File: src/rtl/mant_div_pkg.sv
// mant_div_pkg: shared definitions for the mantissa divider controller.
//   MANT_W      default mantissa width (hidden bit included)
//   CNT_W       iteration counter width for MANT_W
//   div_state_t controller FSM states
//   cnt_width() counter width for an arbitrary operand width
package mant_div_pkg;

  localparam int unsigned MANT_W = 24;
  localparam int unsigned CNT_W  = $clog2(MANT_W + 1);

  typedef enum logic [1:0] {IDLE, RUN, DONE} div_state_t;

  function automatic int unsigned cnt_width(input int unsigned w);
    return $clog2(w + 1);
  endfunction

endpackage

File: src/rtl/mant_div_ctrl_if.sv
// mant_div_ctrl_if: operand/result handshake bundle for mant_div_ctrl.
//   in_valid/in_ready/dividend/divisor          upstream operand channel
//   out_valid/out_ready/quotient/remainder      downstream result channel
//   busy, div_by_zero                           status
//   modport slave  : the divider controller
//   modport master : the block driving operands and taking results
interface mant_div_ctrl_if #(
  parameter int unsigned WIDTH = mant_div_pkg::MANT_W
);
  logic             in_valid;
  logic             in_ready;
  logic [WIDTH-1:0] dividend;
  logic [WIDTH-1:0] divisor;
  logic             out_valid;
  logic             out_ready;
  logic [WIDTH-1:0] quotient;
  logic [WIDTH-1:0] remainder;
  logic             busy;
  logic             div_by_zero;

  modport slave (
    input  in_valid, dividend, divisor, out_ready,
    output in_ready, out_valid, quotient, remainder, busy, div_by_zero
  );

  modport master (
    output in_valid, dividend, divisor, out_ready,
    input  in_ready, out_valid, quotient, remainder, busy, div_by_zero
  );
endinterface

File: src/rtl/mant_div_step.sv
// mant_div_step: one combinational restoring-division iteration.
//   a_in  [WIDTH:0]   partial remainder A
//   q_in  [WIDTH-1:0] dividend/quotient shift register Q
//   m_in  [WIDTH-1:0] divisor M
//   a_out, q_out      A and Q after shift, trial subtract and restore
module mant_div_step
  import mant_div_pkg::*;
#(
  parameter int unsigned WIDTH = MANT_W
) (
  input  logic [WIDTH:0]   a_in,
  input  logic [WIDTH-1:0] q_in,
  input  logic [WIDTH-1:0] m_in,
  output logic [WIDTH:0]   a_out,
  output logic [WIDTH-1:0] q_out
);

  // The shifted value is carried one bit wider than A so the trial
  // difference sign is exact regardless of A's top bit.
  logic [WIDTH+1:0] a_sh;
  logic [WIDTH+1:0] trial;

  always_comb begin
    a_sh  = {a_in, q_in[WIDTH-1]};
    trial = a_sh - {2'b00, m_in};
    if (trial[WIDTH+1]) begin
      a_out = a_sh[WIDTH:0];
      q_out = {q_in[WIDTH-2:0], 1'b0};
    end else begin
      a_out = trial[WIDTH:0];
      q_out = {q_in[WIDTH-2:0], 1'b1};
    end
  end

endmodule

File: src/rtl/mant_div_ctrl.sv
// mant_div_ctrl: sequential restoring mantissa divider, one quotient bit per clock.
//   clk, rst  single clock, synchronous active-high reset
//   bus       mant_div_ctrl_if.slave (operand channel, result channel, busy, div_by_zero)
// FSM IDLE -> RUN -> DONE -> IDLE. Result appears WIDTH edges after accept and is
// held in DONE until out_ready.
// Optional macro DIV_ZERO_CHECK_EN: a zero divisor skips the iterations and
// reports div_by_zero; without it div_by_zero is tied low.
module mant_div_ctrl
  import mant_div_pkg::*;
#(
  parameter int unsigned WIDTH = MANT_W
) (
  input  logic            clk,
  input  logic            rst,
  mant_div_ctrl_if.slave  bus
);

  localparam int unsigned CW = cnt_width(WIDTH);

  div_state_t       state, state_n;
  logic [WIDTH:0]   a_r;
  logic [WIDTH-1:0] q_r;
  logic [WIDTH-1:0] m_r;
  logic [CW-1:0]    cnt_r;
  logic [WIDTH-1:0] quot_r;
  logic [WIDTH-1:0] rem_r;
  logic [WIDTH:0]   a_nx;
  logic [WIDTH-1:0] q_nx;
  logic             zero_skip;
  logic             last_iter;

  mant_div_step #(.WIDTH(WIDTH)) u_step (
    .a_in  (a_r),
    .q_in  (q_r),
    .m_in  (m_r),
    .a_out (a_nx),
    .q_out (q_nx)
  );

`ifdef DIV_ZERO_CHECK_EN
  logic dz_r;
  logic dbz_r;
  assign zero_skip       = dz_r;
  assign bus.div_by_zero = dbz_r;
`else
  assign zero_skip       = 1'b0;
  assign bus.div_by_zero = 1'b0;
`endif

  assign last_iter = (cnt_r == CW'(1));

  always_ff @(posedge clk) begin
    if (rst) state <= IDLE;
    else     state <= state_n;
  end

  always_comb begin
    state_n       = state;
    bus.in_ready  = 1'b0;
    bus.out_valid = 1'b0;
    bus.busy      = 1'b0;
    case (state)
      IDLE: begin
        bus.in_ready = 1'b1;
        if (bus.in_valid) state_n = RUN;
      end
      RUN: begin
        bus.busy = 1'b1;
        if (zero_skip || last_iter) state_n = DONE;
      end
      DONE: begin
        bus.busy      = 1'b1;
        bus.out_valid = 1'b1;
        if (bus.out_ready) state_n = IDLE;
      end
      default: state_n = IDLE;
    endcase
  end

  always_ff @(posedge clk) begin
    if (rst) begin
      a_r    <= '0;
      q_r    <= '0;
      m_r    <= '0;
      cnt_r  <= '0;
      quot_r <= '0;
      rem_r  <= '0;
    end else begin
      case (state)
        IDLE: if (bus.in_valid) begin
          q_r   <= bus.dividend;
          m_r   <= bus.divisor;
          a_r   <= '0;
          cnt_r <= CW'(WIDTH);
        end
        RUN: if (zero_skip) begin
          // Q still holds the untouched dividend.
          quot_r <= '1;
          rem_r  <= q_r;
          cnt_r  <= '0;
        end else begin
          a_r   <= a_nx;
          q_r   <= q_nx;
          cnt_r <= cnt_r - CW'(1);
          if (last_iter) begin
            quot_r <= q_nx;
            rem_r  <= a_nx[WIDTH-1:0];
          end
        end
        default: ;
      endcase
    end
  end

`ifdef DIV_ZERO_CHECK_EN
  always_ff @(posedge clk) begin
    if (rst) begin
      dz_r  <= 1'b0;
      dbz_r <= 1'b0;
    end else begin
      case (state)
        IDLE: if (bus.in_valid) dz_r <= (bus.divisor == '0);
        RUN:  if (dz_r) dbz_r <= 1'b1;
        DONE: if (bus.out_ready) begin
          dz_r  <= 1'b0;
          dbz_r <= 1'b0;
        end
        default: ;
      endcase
    end
  end
`endif

  assign bus.quotient  = quot_r;
  assign bus.remainder = rem_r;

endmodule

File: src/flat_wrapper.sv
// flat-port wrapper written by rule: the top's interface ports become plain ports
module mant_div_ctrl_flat import mant_div_pkg::*;
#(
  parameter int unsigned WIDTH = MANT_W
)
  (clk, rst, bus_in_valid, bus_dividend, bus_divisor, bus_out_ready, bus_in_ready, bus_out_valid, bus_quotient, bus_remainder, bus_busy, bus_div_by_zero);
  mant_div_ctrl_if #(.WIDTH(WIDTH)) bus_i ();
  input  logic clk;
  input  logic rst;
  input wire logic [$bits(bus_i.in_valid)-1:0] bus_in_valid;
  input wire logic [$bits(bus_i.dividend)-1:0] bus_dividend;
  input wire logic [$bits(bus_i.divisor)-1:0] bus_divisor;
  input wire logic [$bits(bus_i.out_ready)-1:0] bus_out_ready;
  output wire logic [$bits(bus_i.in_ready)-1:0] bus_in_ready;
  output wire logic [$bits(bus_i.out_valid)-1:0] bus_out_valid;
  output wire logic [$bits(bus_i.quotient)-1:0] bus_quotient;
  output wire logic [$bits(bus_i.remainder)-1:0] bus_remainder;
  output wire logic [$bits(bus_i.busy)-1:0] bus_busy;
  output wire logic [$bits(bus_i.div_by_zero)-1:0] bus_div_by_zero;
  assign bus_i.in_valid = bus_in_valid;
  assign bus_i.dividend = bus_dividend;
  assign bus_i.divisor = bus_divisor;
  assign bus_i.out_ready = bus_out_ready;
  assign bus_in_ready = bus_i.in_ready;
  assign bus_out_valid = bus_i.out_valid;
  assign bus_quotient = bus_i.quotient;
  assign bus_remainder = bus_i.remainder;
  assign bus_busy = bus_i.busy;
  assign bus_div_by_zero = bus_i.div_by_zero;
  mant_div_ctrl #(.WIDTH(WIDTH)) u_core (.clk(clk), .rst(rst), .bus(bus_i));
endmodule
File: config.mk
export PLATFORM = sky130hd
export DESIGN_NAME = mant_div_ctrl_flat
export DESIGN_NICKNAME = d
export VERILOG_FILES = /design/src/rtl/mant_div_pkg.sv /design/src/rtl/mant_div_ctrl_if.sv /design/src/rtl/mant_div_step.sv /design/src/rtl/mant_div_ctrl.sv /design/src/flat_wrapper.sv
export SDC_FILE = /design/constraint.sdc
export NUM_CORES = 1
export LEC_CHECK = 0
export CAP_MARGIN = 20
export CORE_UTILIZATION = 30
export CTS_BUF_LIST = sky130_fd_sc_hd__clkbuf_4
export DETAILED_ROUTE_END_ITERATION = 8
export HOLD_SLACK_MARGIN = 0.02
export REMOVE_ABC_BUFFERS = 1
export SYNTH_ARGS = -nofsm -noshare
export SYNTH_HDL_FRONTEND = slang
export SYNTH_SLANG_ARGS = --single-unit
export TNS_END_PERCENT = 20
File: constraint.sdc
create_clock -name clk -period 4.85 [get_ports clk]
set_input_delay 0.97 -clock clk [delete_from_list [all_inputs] [get_ports clk]]
set_output_delay 0.97 -clock clk [all_outputs]
set_load 0.02 [all_outputs]
### Word-level counts from Yosys, hierarchy flattened

Index checks and enable logic that the tools add are counted.
Widths: inputs -> output; s select.

* add/subtract/negate cells: 2
* equality and inequality tests: 6
* muxes and demuxes: 15
* reduce and logical (&&, ||, !) cells: 7

Operator list (number)
* $mux 25: 2
* $pmux 25 s2: 1
* $pmux 24 s2: 1
* $sub 26x24->26: 1
* $mux 24: 1
* $pmux 5 s2: 1
* $mux 2: 3
* $pmux 2 s3: 1
* $reduce_and 2->1: 3
* $eq 5x1->1 const B: 1
* $mux 5: 1
* $sub 5x1->5 const B: 1
* $mux 1: 4
* $ne 2x2->1 const B: 2
* $reduce_and 3->1: 1
* $eq 2x1->1 const B: 1
* $eq 2x2->1 const B: 1
* $logic_not 2->1: 1
* $ne 2x1->1 const B: 1
* $reduce_bool 2->1: 1
* $reduce_or 2->1: 1

* bits in registers: 128
* input port bits: 52
* output and inout port bits: 52
* word-level logic and storage cells: 37

### Depth between registers and ports, before layout

* depth after elaboration: 3
* gate-level depth with buffers: 12
* gate-level depth less buffers: 12

### Modules after synthesis

A second synthesis with hierarchy kept.

* cell total of the unflattened synthesis: 843
* area total of the unflattened synthesis: 6895.4 um^2

Modules (own cells, without submodules)
* mant_div_ctrl: instances 1, cells each 562, area each 4949.7 um^2, sequential area each 2562.5 um^2
* mant_div_step: instances 1, cells each 281, area each 1945.6 um^2, sequential area each 0.0 um^2

### Least setup slack after synthesis

OpenSTA, ideal clock, no wires.

* path type: reg-to-reg
* start point: register u_core.m_r[14]
* end point: register u_core.a_r[10]
* setup time: 0.117 ns
* arrival: 2.718 ns
* data required time: 4.733 ns
* setup slack: 2.015 ns
* cell stages (with the launch flop): 12
* buffers on the path: 2
* period minus slack after synthesis: 2.835 ns
* path through: dfxtp_1 -> inv_1 -> ha_1 -> buf_2 -> and4_4 -> or3b_1 -> or2_1 -> a21o_1 -> a211oi_2 -> buf_6 -> mux2_2 -> a22o_1

* cells in the longest elaborated chain, start to end: 3

RTL lines
* from (decl): RTL line mant_div_ctrl.sv:23 `logic [WIDTH-1:0] m_r;`
* from (signal assigned): RTL line mant_div_ctrl.sv:92 `m_r <= bus.divisor;`
* $sub 26x24->26: RTL line mant_div_step.sv:25 `trial = a_sh - {2'b00, m_in};`
* $mux 25: RTL line mant_div_step.sv:26 `if (trial[WIDTH+1]) begin`
* $pmux 25 s2: RTL line mant_div_ctrl.sv:89 `case (state)`
* to (signal assigned): RTL line mant_div_ctrl.sv:102 `a_r <= a_nx;`
* to (decl): RTL line mant_div_ctrl.sv:21 `logic [WIDTH:0] a_r;`

No other way between the ends.
A chain may end at the register's enable or synchronous reset.

### Final worst setup path

* start point: register u_core.m_r[14]
* end point: register u_core.a_r[11]

Same word-level chain as after synthesis.

==> impl_metrics.py <==
metrics = {
    "status": {
        "run_status": "finished clean",
    },
    "global_routing": {
        "grt_overflow_total": 0,
        "largest_net_degree_at_the_start_of_global_routing": 65,
        "number_of_global_route_vias_before_repair": 5326,
        "antenna_found_initial": 1,
        "grt_use_total_pct": 15.5,
        "grt_pass1_wl_um": 26900,
    },
    "logic_synthesis": {
        "synth.yosys.seq_area_share_pct": 40.2,
        "yosys_warnings": 0,
        "synth_async_sr_flop_share_pct": 0,
        "synth_unique_cells": 57,
        "yosys_register_bits": 128,
        "synth_top_flop_cell": "sky130_fd_sc_hd__dfxtp_1",
        "synth.avg_cell_area_sq_um": 8.15,
        "netlist_area_sq_um": 6370,
        "synth-edff-count": 0,
        "postSynthCellCount": 782,
    },
    "worst_setup_path": {
        "cp.required_ns": 5.26,
        "timing.setup.critical_path_class": "reg2reg",
        "worstSetupStartpointType": "flop",
        "rr_worst_depth": 11,
        "crit_path_start": "u_core.m_r[14]",
        "critical_path_arrival_ns": 3.92,
        "worstPathMaxFanout": 20,
        "r2r-start": "u_core.m_r[14]",
        "regToRegEndpoint": "u_core.a_r[11]",
        "worst_setup_path_end_kind": "flop",
        "r2r_slack_ns": 1.33,
    },
    "floorplanning": {
        "design.core.area_sq_um": 20600,
        "fp-row-count": 52,
        "floorplan.io_pins": 104,
        "start_util_pct": 31.0,
        "die_w_um": 148,
        "die_height_um": 148,
        "die_area_sq_um": 21800,
    },
    "routing": {
        "remaining_drc_errors": 0,
        "route.final.wire_length_um": 16100,
        "wl_per_cell_um": 14.1,
        "antenna_violating_nets_post_route": 0,
        "dr.first_iter.drc_count": 288,
        "routed-via-count": 5545,
        "avgViaCountPerCell": 4.86,
        "firstDrtPassIters": 4,
    },
    "power_and_ir_drop": {
        "power_per_cell_area_nw_per_um2": 368,
        "vdd_drop_max_uv": 146,
        "p_leak_nw": 2.86,
    },
    "placement": {
        "postPlaceCellArea_sq_um": 7560,
        "place.port_buffers": 102,
        "routabilityCongestion": 0.874,
        "dp_hpwl_um": 11300,
    },
    "hold_path": {
        "worstHoldPathCells": 2,
        "hold_end": "u_core.m_r[5]",
        "holdCritStartpoint": "u_core.m_r[5]",
        "hold_class": "reg2reg",
    },
    "finish": {
        "final_design_area_no_fill_sq_um": 7850,
        "layout-drive-gt1-share_pct": 6.21,
        "layout_commonest_cell": "sky130_fd_sc_hd__nand2_1",
        "layout-area-overhead-vs-synth_pct": 23.2,
        "nNetsFinal": 938,
        "most_frequent_cells_in_the_layout": "sky130_fd_sc_hd__nand2_1 (145), sky130_fd_sc_hd__dfxtp_1 (128), sky130_fd_sc_hd__clkdlybuf4s50_1 (101), sky130_fd_sc_hd__a21oi_1 (78), sky130_fd_sc_hd__nor2_1 (67)",
    },
    "clock_tree": {
        "post_cts_resized": 0,
        "cts.path.max_buffers": 2,
        "clock_tree.root_cell": "sky130_fd_sc_hd__clkbuf_4",
        "clock_insertion_delay_worst_skew_ns": 0.54,
        "cts_setup_buffers": 0,
        "hold_buffers": 0,
        "h-tree-depth": 4,
        "tritoncts.num_buffers": 17,
        "clk_transition_reported_paths_ns": 0.12,
        "cts_tree": "yes",
        "clkSinkCount": 128,
    },
    "sta": {
        "min_period_ns": 3.52,
        "setup-violations-final": 0,
        "timing.final.max_slew_violations": 0,
        "fmax_ghz": 0.284,
        "skew_ns": 0.0254,
        "grt_setup_unrepaired": "false",
        "holdWs_ns": 0.460,
        "timing_worst_slew_pin_value_ns": 1.06,
        "slew-limit-headroom_pct": 29.1,
        "final.setup.tns_ns": 0,
        "timing.final.crit_share_pct": 72.5,
        "finalHoldViolations": 0,
    },
    "flow_run": {
        "cap_violations": 0,
    },
}
-- stage by stage --
step / util (%) / std cells / power (mW) / setup slack (ns)
final: 38.2 / 1140 / 2.89 / 1.33
after global routing: 38.2 / 1140 / 3.09 / 1.11
after CTS: 38.2 / 1139 / 2.93 / 1.33
after detailed placement: 36.8 / 1107 / 2.16 / 1.37
after global placement: 36.8 / 1107 / 2.15 / 1.43
after floorplan: - / 728 / 1.88 / 0.841
-- worst max-delay path, cell delays in order (launching register included) --
cell and delay, ns:
sky130_fd_sc_hd__dfxtp_1 0.35, sky130_fd_sc_hd__inv_1 0.04, sky130_fd_sc_hd__ha_1 0.44, sky130_fd_sc_hd__and4_4 0.29, sky130_fd_sc_hd__or3b_1 0.37, sky130_fd_sc_hd__or2_1 0.25
sky130_fd_sc_hd__a21o_1 0.21, sky130_fd_sc_hd__a211oi_4 0.63, sky130_fd_sc_hd__buf_12 0.26, sky130_fd_sc_hd__and2b_2 0.23, sky130_fd_sc_hd__a31oi_1 0.18, sky130_fd_sc_hd__o21ai_0 0.13
-- cells in the mapped netlist (2+ instances only) --
cell / count / share of area (%)
sky130_fd_sc_hd__dfxtp_1: 128 / 40
sky130_fd_sc_hd__mux2i_1: 44 / 6.9
sky130_fd_sc_hd__clkbuf_1: 46 / 2.7
sky130_fd_sc_hd__buf_1: 2 / 0.12
sky130_fd_sc_hd__o21bai_1: 2 / 0.24
sky130_fd_sc_hd__and3_1: 2 / 0.20
sky130_fd_sc_hd__xnor2_1: 8 / 1.1
sky130_fd_sc_hd__or3_1: 3 / 0.29
sky130_fd_sc_hd__a21o_1: 13 / 1.5
sky130_fd_sc_hd__o21a_1: 4 / 0.47
sky130_fd_sc_hd__a31oi_1: 6 / 0.59
sky130_fd_sc_hd__and4_1: 2 / 0.27
sky130_fd_sc_hd__nand4_1: 4 / 0.39
sky130_fd_sc_hd__a21oi_1: 78 / 6.1
sky130_fd_sc_hd__xor2_1: 10 / 1.4
sky130_fd_sc_hd__a22o_1: 3 / 0.41
sky130_fd_sc_hd__inv_1: 32 / 1.9
sky130_fd_sc_hd__o21ai_0: 41 / 3.2
sky130_fd_sc_hd__nor3_1: 4 / 0.31
sky130_fd_sc_hd__nor2b_1: 4 / 0.39
sky130_fd_sc_hd__and2_1: 4 / 0.39
sky130_fd_sc_hd__or2_2: 3 / 0.29
sky130_fd_sc_hd__nand2_1: 145 / 8.5
sky130_fd_sc_hd__nand2b_1: 2 / 0.20
sky130_fd_sc_hd__mux2_2: 3 / 0.53
sky130_fd_sc_hd__a211oi_1: 49 / 5.8
sky130_fd_sc_hd__o2111ai_1: 2 / 0.27
sky130_fd_sc_hd__buf_12: 2 / 0.63
sky130_fd_sc_hd__a311oi_1: 2 / 0.27
sky130_fd_sc_hd__nor2_1: 67 / 3.9
sky130_fd_sc_hd__buf_2: 2 / 0.16
sky130_fd_sc_hd__nor4_1: 3 / 0.29
sky130_fd_sc_hd__ha_1: 29 / 5.7
sky130_fd_sc_hd__and2b_2: 3 / 0.41
sky130_fd_sc_hd__nand3_1: 7 / 0.55
sky130_fd_sc_hd__o31ai_1: 2 / 0.24
-- report_power, final --
part | switching (mW) | total [mW] | internal, mW | leakage, nW
clock | 0.439 | 0.757 | 0.317 | 0.142
sequential | 0.0643 | 1.21 | 1.14 | 1.04
combinational | 0.529 | 0.926 | 0.396 | 1.67
-- flip-flops by register name, indices dropped and copies added, names as in the netlist --
signal	count
u_core.a_r	25
u_core.bus.quotient	24
u_core.bus.remainder	24
u_core.cnt_r	5
u_core.m_r	24
u_core.q_r	24
u_core.state	2
-- metal layers --
metal | track usage [%] | vias up | wire, um
met3 | 3.40 | 12 | 551
met5 | 0 | - | 0
met4 | 4.43 | 0 | 178
li1 | - | 2867 | -
met2 | 24.9 | 86 | 7330
met1 | 20.7 | 2580 | 8010
-- worst max path at each step --
| stage | endpoint | slack [ns] | depth (start not counted) |
|---|---|---|---|
| 2_1_floorplan | u_core.bus.remainder[23] | 0.84 | 10 |
| 3_3_place_gp | u_core.a_r[10] | 1.43 | 10 |
| 3_5_place_dp | u_core.a_r[2] | 1.37 | 10 |
| 4_1_cts | u_core.a_r[11] | 1.33 | 11 |
| 5_1_grt | u_core.a_r[11] | 1.11 | 11 |
| 6_report | u_core.a_r[11] | 1.33 | 11 |
-- layout make-up --
type,count,area (sq um)
clock inverter,14,155
tap,270,338
clock buffer,18,135
sequential,128,2560
inverter,32,120
antenna,1,2.50
fill,2204,12700
timing repair buffer,109,1080
multi-input combinational,568,3450
-- kinds of logic (layout without fill, tap and decap cells) --
logic type               Yosys count  count (layout)  synth area share [%]
flip-flops                       128             128                  40.2
multiplexers                      47              47                  7.44
AO/OA/AOI/OAI                    212             212                  20.6
XOR/XNOR                          18              18                  2.47
other                              1               2                0.0588
adder cells (fa/ha/maj)           30              30                  6.01
buffers and inverters             86             173                  5.79
AND/OR/NAND/NOR                  260             260                  17.5
(Power assumes the default switching activity.)
